--- src/rtl/mips_defs.sv ---
// Shared MIPS encoding constants: opcodes, R-type functs, field positions
// and the link register index used by the write-back stage.
package mips_defs;

  localparam logic [5:0] OP_RTYPE = 6'h00;
  localparam logic [5:0] OP_JAL   = 6'h03;
  localparam logic [5:0] OP_BEQ   = 6'h04;
  localparam logic [5:0] OP_BNE   = 6'h05;
  localparam logic [5:0] OP_ADDIU = 6'h09;
  localparam logic [5:0] OP_SLTI  = 6'h0a;
  localparam logic [5:0] OP_ANDI  = 6'h0c;
  localparam logic [5:0] OP_ORI   = 6'h0d;
  localparam logic [5:0] OP_LUI   = 6'h0f;
  localparam logic [5:0] OP_LB    = 6'h20;
  localparam logic [5:0] OP_LH    = 6'h21;
  localparam logic [5:0] OP_LW    = 6'h23;
  localparam logic [5:0] OP_LBU   = 6'h24;
  localparam logic [5:0] OP_LHU   = 6'h25;
  localparam logic [5:0] OP_SB    = 6'h28;
  localparam logic [5:0] OP_SH    = 6'h29;
  localparam logic [5:0] OP_SW    = 6'h2b;

  localparam logic [5:0] F_SLL  = 6'h00;
  localparam logic [5:0] F_JR   = 6'h08;
  localparam logic [5:0] F_JALR = 6'h09;
  localparam logic [5:0] F_ADDU = 6'h21;
  localparam logic [5:0] F_SUBU = 6'h23;
  localparam logic [5:0] F_AND  = 6'h24;
  localparam logic [5:0] F_OR   = 6'h25;
  localparam logic [5:0] F_SLT  = 6'h2a;

  localparam int OP_LSB = 26;
  localparam int RS_LSB = 21;
  localparam int RT_LSB = 16;
  localparam int RD_LSB = 11;

  localparam logic [4:0] REG_RA = 5'd31;

endpackage

--- src/rtl/wb_ldext.sv ---
// Combinational load extender: selects the addressed byte/half of the
// memory word and sign- or zero-extends it according to the load opcode.
module wb_ldext
  import mips_defs::*;
(
  input  logic [5:0]  op,
  input  logic [1:0]  ofs,
  input  logic [31:0] mem,
  output logic [31:0] ext
);

  logic [7:0]  byte_sel;
  logic [15:0] half_sel;

  // Halves are selected by ofs[1] only; ofs[0] is ignored for lh/lhu.
  assign byte_sel = mem[{ofs, 3'b000} +: 8];
  assign half_sel = ofs[1] ? mem[31:16] : mem[15:0];

  always_comb begin
    ext = mem;
    case (op)
      OP_LB:   ext = {{24{byte_sel[7]}}, byte_sel};
      OP_LBU:  ext = {24'h0, byte_sel};
      OP_LH:   ext = {{16{half_sel[15]}}, half_sel};
      OP_LHU:  ext = {16'h0, half_sel};
      default: ext = mem;
    endcase
  end

endmodule

--- src/rtl/wb_grf.sv ---
// Write-back stage: decodes instrW into a write tuple, commits it to the
// 32x32 register file and serves two read ports with same-cycle bypass.
module wb_grf
  import mips_defs::*;
#(
  parameter int NREG     = 32,
  parameter int DW       = 32,
  parameter int LINK_OFS = 8
) (
  input  logic          clk,
  input  logic          reset,
  input  logic [DW-1:0] MemRdW,
  input  logic [DW-1:0] ALUOutW,
  input  logic [31:0]   instrW,
  input  logic [DW-1:0] luiW,
  input  logic [DW-1:0] PCW,
  input  logic [4:0]    A1,
  input  logic [4:0]    A2,
  output logic [DW-1:0] RD1,
  output logic [DW-1:0] RD2,
  output logic          WbEnW,
  output logic [4:0]    WbAddrW,
  output logic [DW-1:0] WbDataW
);

  logic [5:0]    op, funct;
  logic [4:0]    rt, rd, dst;
  logic          wr;
  logic [DW-1:0] data, link, ld_ext;
  logic [DW-1:0] regs [NREG];
  logic          unused_fields;

  assign op    = instrW[OP_LSB +: 6];
  assign funct = instrW[5:0];
  assign rt    = instrW[RT_LSB +: 5];
  assign rd    = instrW[RD_LSB +: 5];
  assign link  = PCW + DW'(LINK_OFS);
  assign unused_fields = ^{instrW[RS_LSB +: 5], instrW[10:6]};

  wb_ldext u_ldext (
    .op  (op),
    .ofs (ALUOutW[1:0]),
    .mem (MemRdW),
    .ext (ld_ext)
  );

  always_comb begin
    wr   = 1'b0;
    dst  = rt;
    data = ALUOutW;
    case (op)
      OP_RTYPE: begin
        case (funct)
          F_ADDU, F_SUBU, F_AND, F_OR, F_SLT, F_SLL: begin
            wr  = 1'b1;
            dst = rd;
          end
          F_JALR: begin
            wr   = 1'b1;
            dst  = rd;
            data = link;
          end
          default: wr = 1'b0;
        endcase
      end
      OP_ORI, OP_ADDIU, OP_ANDI, OP_SLTI: wr = 1'b1;
      OP_LUI: begin
        wr   = 1'b1;
        data = luiW;
      end
      OP_JAL: begin
        wr   = 1'b1;
        dst  = REG_RA;
        data = link;
      end
      OP_LW, OP_LB, OP_LBU, OP_LH, OP_LHU: begin
        wr   = 1'b1;
        data = ld_ext;
      end
      default: wr = 1'b0;
    endcase
  end

  // A write to $0 is squashed here so forwarding never sees it.
  assign WbEnW   = wr && (dst != 5'd0);
  assign WbAddrW = WbEnW ? dst : 5'd0;
  assign WbDataW = WbEnW ? data : '0;

  always_ff @(posedge clk or negedge reset) begin
    if (!reset) begin
      for (int i = 0; i < NREG; i++) regs[i] <= '0;
    end else if (WbEnW) begin
      regs[WbAddrW] <= WbDataW;
    end
  end

  assign RD1 = (A1 == 5'd0) ? '0 :
               (WbEnW && A1 == WbAddrW) ? WbDataW : regs[A1];
  assign RD2 = (A2 == 5'd0) ? '0 :
               (WbEnW && A2 == WbAddrW) ? WbDataW : regs[A2];

endmodule
--- config.mk ---
export PLATFORM = sky130hd
export DESIGN_NAME = wb_grf
export DESIGN_NICKNAME = d
export VERILOG_FILES = /design/src/rtl/mips_defs.sv /design/src/rtl/wb_ldext.sv /design/src/rtl/wb_grf.sv
export SDC_FILE = /design/constraint.sdc
export NUM_CORES = 2
export LEC_CHECK = 0
export ABC_AREA = 1
export ABC_CLOCK_PERIOD_IN_PS = 3500
export CAP_MARGIN = 10
export CORE_MARGIN = 8
export CORE_UTILIZATION = 40
export DETAILED_ROUTE_END_ITERATION = 16
export SLEW_MARGIN = 25
export SYNTH_ARGS = -nofsm -noshare
export SYNTH_HDL_FRONTEND = slang
export SYNTH_SLANG_ARGS = --single-unit
--- constraint.sdc ---
create_clock -name clk -period 3.5 [get_ports clk]
set_clock_uncertainty 0.05 [all_clocks]
set_input_delay 0.7 -clock clk [delete_from_list [all_inputs] [get_ports clk]]
set_output_delay 0.7 -clock clk [all_outputs]
set_load 0.02 [all_outputs]
==> out/metrics.yaml <==
whs_ps: 326.5
wl_per_cell_um: 25.89
die_h_um: 400.9
r2r_slack_ps: 2670
top_regs: "regs (1024)"
cts_tree: "built"
hold_violations: 0
synth_area_leaders: "dfrtp_1 43%, nand2_1 15%, o21ai_0 12%, a21oi_1 8.1%, clkbuf_1 4.1%"
grt_pass1_wl_um: 422000
antenna_found_initial: 2
worstSkewPairLatency_ps: 740
power_frac_clock_pct: 40.7
place_ws_ps: -1304
largest_register_ff_count: 1024
grtUsageTotal_pct: 34.03
fmax_mhz: 254.1
power.density_mw_per_mm2: 401.7
synth_edf_count: 0
max_cap_viol_count: 0
via_per_inst: 6.097
p_switching_uw: 9623
die_w_um: 400.9
timing.hold.worst_path_depth: 0
drt-initial-drc-count: 9676
clkTransAtPathRegs_ps: 60
gp_congestion: 0.9916
top_register: "regs"
drtAntennaViolNets: 0
ys_async_sr_fraction_pct: 100.0
cts.sink_count: 1024
failed_checks: "setup timing"
cts_buffers: 113
fillCellCount: 13680
rsz0062_at_grt: "true"
post_synth.cell_area_avg_um2: 7.168
yosys_warnings: 0
final_nets: 9195
crit_type: "in2out"
start_util_pct: 40.17
syn-instance-count: 8265
slew_headroom_pct: 44.72
fin_crit_sh_pct: 112.4
route.detailed.drc: 0
comb_power_share_pct: 19.9
ys_ff_latch: 1024
grt_max_degree: 101
p_int_uw: 22570
cp.arrival_ps: 3190
numPortBuffers: 263
min_period_ps: 3935
status: "complete, but fails checks"
dr.pass1.iters: 7
end_kind: "primary output"
wl_um: 286100
seqPwrFrac_pct: 39.4
r2r_cells: 2
grt_remaining_overflow: 0
netlist_area_mm2: 0.05925
cts_max_path_buffers: 3
drive_gt1_share_pct: 22.47
coreArea_mm2: 0.1475
pin_count: 274
report.final.slew_viol_count: 0
worstMarginPinSlew_ps: 825.3
critPathMaxFanout: 6
min-delay-path-class: "reg2reg"
yosysTopAreaCell: "dfrtp_1"
setup_viol: 91
dpl.hpwl_um: 191100
synth-main-ff-cell: "dfrtp_1"
sw_frac_of_total_pct: 29.89
ys_seq_area_share_pct: 43.25
ir_worst_vdd_mv: 0.3863
crit_required_ps: 2750
htreeDepth: 3
start_kind: "input port"
syn-num-nets: 8438
num_rows: 141
synth_cell_types: 56
synth_top_area_share_pct: 43.25
die-area_mm2: 0.1607
grt_pass1_vias: 63930
areaGrowthSynthToFinish_pct: 35.27
vias: 67390
root_buffer: "clkbuf_16"
setup_ws_ps: -435.4
leakage_uw: 0.03513
==> repair_timing <==
item                       4_1_cts  5_1_grt
pin swaps                      182      119
hold buffers                     1        0
setup endpoints to repair      100       96
gates cloned                    16        0
resized for setup             1160      230
hold endpoints to repair        30        0
buffers inserted               106       33
==> cell families (layout without fill, tap and decap cells) <==
logic type      count (synthesis)  after routing  share of synthesized area [%]
fa+ha+maj                       1              1                        0.02112
flops                        1024           1024                          43.25
xor+xnor                       10             10                         0.1478
simple gates                 3198           3198                          22.34
other cells                     0              3                              0
mux                             4              4                        0.06758
buf+inv                      1157           2012                          7.514
compound gates               2871           2871                          26.66
==> critical path, cell delays in order <==
cell and delay [ps]:
clkdlybuf4s50_1 480, or2_2 350, nand2_1 110, nand2_2 80
nor2_4 160, nor2_8 50, buf_4 140, buf_12 140
buf_6 130, nand3_4 120, clkinvlp_4 230, buf_6 220
nor2_4 110, nor2_2 40, buf_6 120
==> cell usage in the layout (no fill, tap or decap), drive strengths merged, types with 4 or more instances in the layout <==
| cell | netlist | layout |
|---|---|---|
| nor2 | 219 | 219 |
| dfrtp | 1024 | 1024 |
| inv | 356 | 355 |
| mux2i | 4 | 4 |
| o311ai | 210 | 210 |
| nand2 | 2457 | 2457 |
| clkdlybuf4s50 | 0 | 106 |
| xor2 | 8 | 8 |
| bufinv | 0 | 17 |
| and3 | 41 | 41 |
| clkdlybuf4s15 | 0 | 12 |
| buf | 154 | 1303 |
| a221o | 71 | 71 |
| a211oi | 18 | 18 |
| o21ai | 1491 | 1491 |
| or2 | 11 | 11 |
| o211ai | 30 | 30 |
| clkinv | 3 | 26 |
| dlygate4sd2 | 0 | 14 |
| a22oi | 7 | 7 |
| clkbuf | 644 | 166 |
| nand4 | 56 | 56 |
| nor3 | 28 | 28 |
| a31oi | 65 | 65 |
| nand3 | 383 | 383 |
| clkinvlp | 0 | 9 |
| a21oi | 961 | 961 |
==> worst paths after layout <==
kind                                        start                endpoint
setup / recovery                       instrW[20]                 RD1[12]
hold / removal             regs[1003]$_DFFE_PN0P_  regs[1003]$_DFFE_PN0P_
setup reg to reg            regs[497]$_DFFE_PN0P_   regs[497]$_DFFE_PN0P_
hold reg to reg            regs[1003]$_DFFE_PN0P_  regs[1003]$_DFFE_PN0P_
max in group asynchronous                   reset   regs[693]$_DFFE_PN0P_
min in group asynchronous                   reset    regs[59]$_DFFE_PN0P_
==> power by group through the flow <==
stage	clock network [µW]	registers (µW)	logic [µW]
floorplan	0	12800	2610
global placement	0	12900	5710
detailed placement	0	12900	5760
CTS	13200	12700	6140
global route	13600	12700	6820
finish	13100	12700	6420
==> cell type report <==
type | instances | area [µm²] | share of cell area, %
inverters | 359 | 1499 | 1.870
multi-input cells | 6084 | 31410 | 39.20
flip-flops and latches | 1024 | 25620 | 31.97
clock inverters | 48 | 735.7 | 0.9180
repair buffers | 1440 | 15160 | 18.92
diodes | 3 | 7.507 | 0.009368
well taps | 1930 | 2415 | 3.013
clock buffers | 165 | 3284 | 4.098
==> metal layers <==
metal	vias to the layer above	track usage [%]	share of wire (%)
li1	29690	-	-
met1	32220	44.90	39
met2	4494	51.18	43
met3	979	9.206	12
met4	0	17.66	6.3
met5	-	0	0
==> synthesized netlist by cell type (3+ instances only) <==
cell type  number
buf_6           4
nor3_1         25
mux2i_1         4
o21ai_1        45
a22o_1          3
clkbuf_1      643
nand3_4         8
o311ai_0      210
inv_2          39
a31oi_1        65
buf_2          45
clkinv_1        3
o211ai_1       30
xor2_1          8
or2_2          11
nand3_2        11
a22oi_1         7
nand4_1        54
a221oi_1        3
a221o_1        71
nor2_8          5
nand2_2        35
buf_1         102
nor2_1        197
a21oi_1       961
nand2_1      2420
a211oi_1       18
o21ai_0      1446
inv_1         316
and3_1         41
nor2_4          4
dfrtp_1      1024
nor2_2         13
nand3_1       364
==> metrics by stage <==
step / total power (µW) / std cells / util (%) / area (µm²) / setup TNS, ps
final: 32190 / 11050 / 54.34 / 80140 / -24050
after detailed placement: 18630 / 10710 / 48.97 / 72230 / -264310
after global placement: 18570 / 10710 / 48.97 / 72230 / -225310
after floorplan: 15400 / 8265 / - / 59370 / 0
after CTS: 31980 / 11030 / 53.82 / 79380 / -19840
after global routing: 33180 / 11050 / 54.33 / 80130 / -34270
No activity file was read; power rests on OpenSTA's default activity.
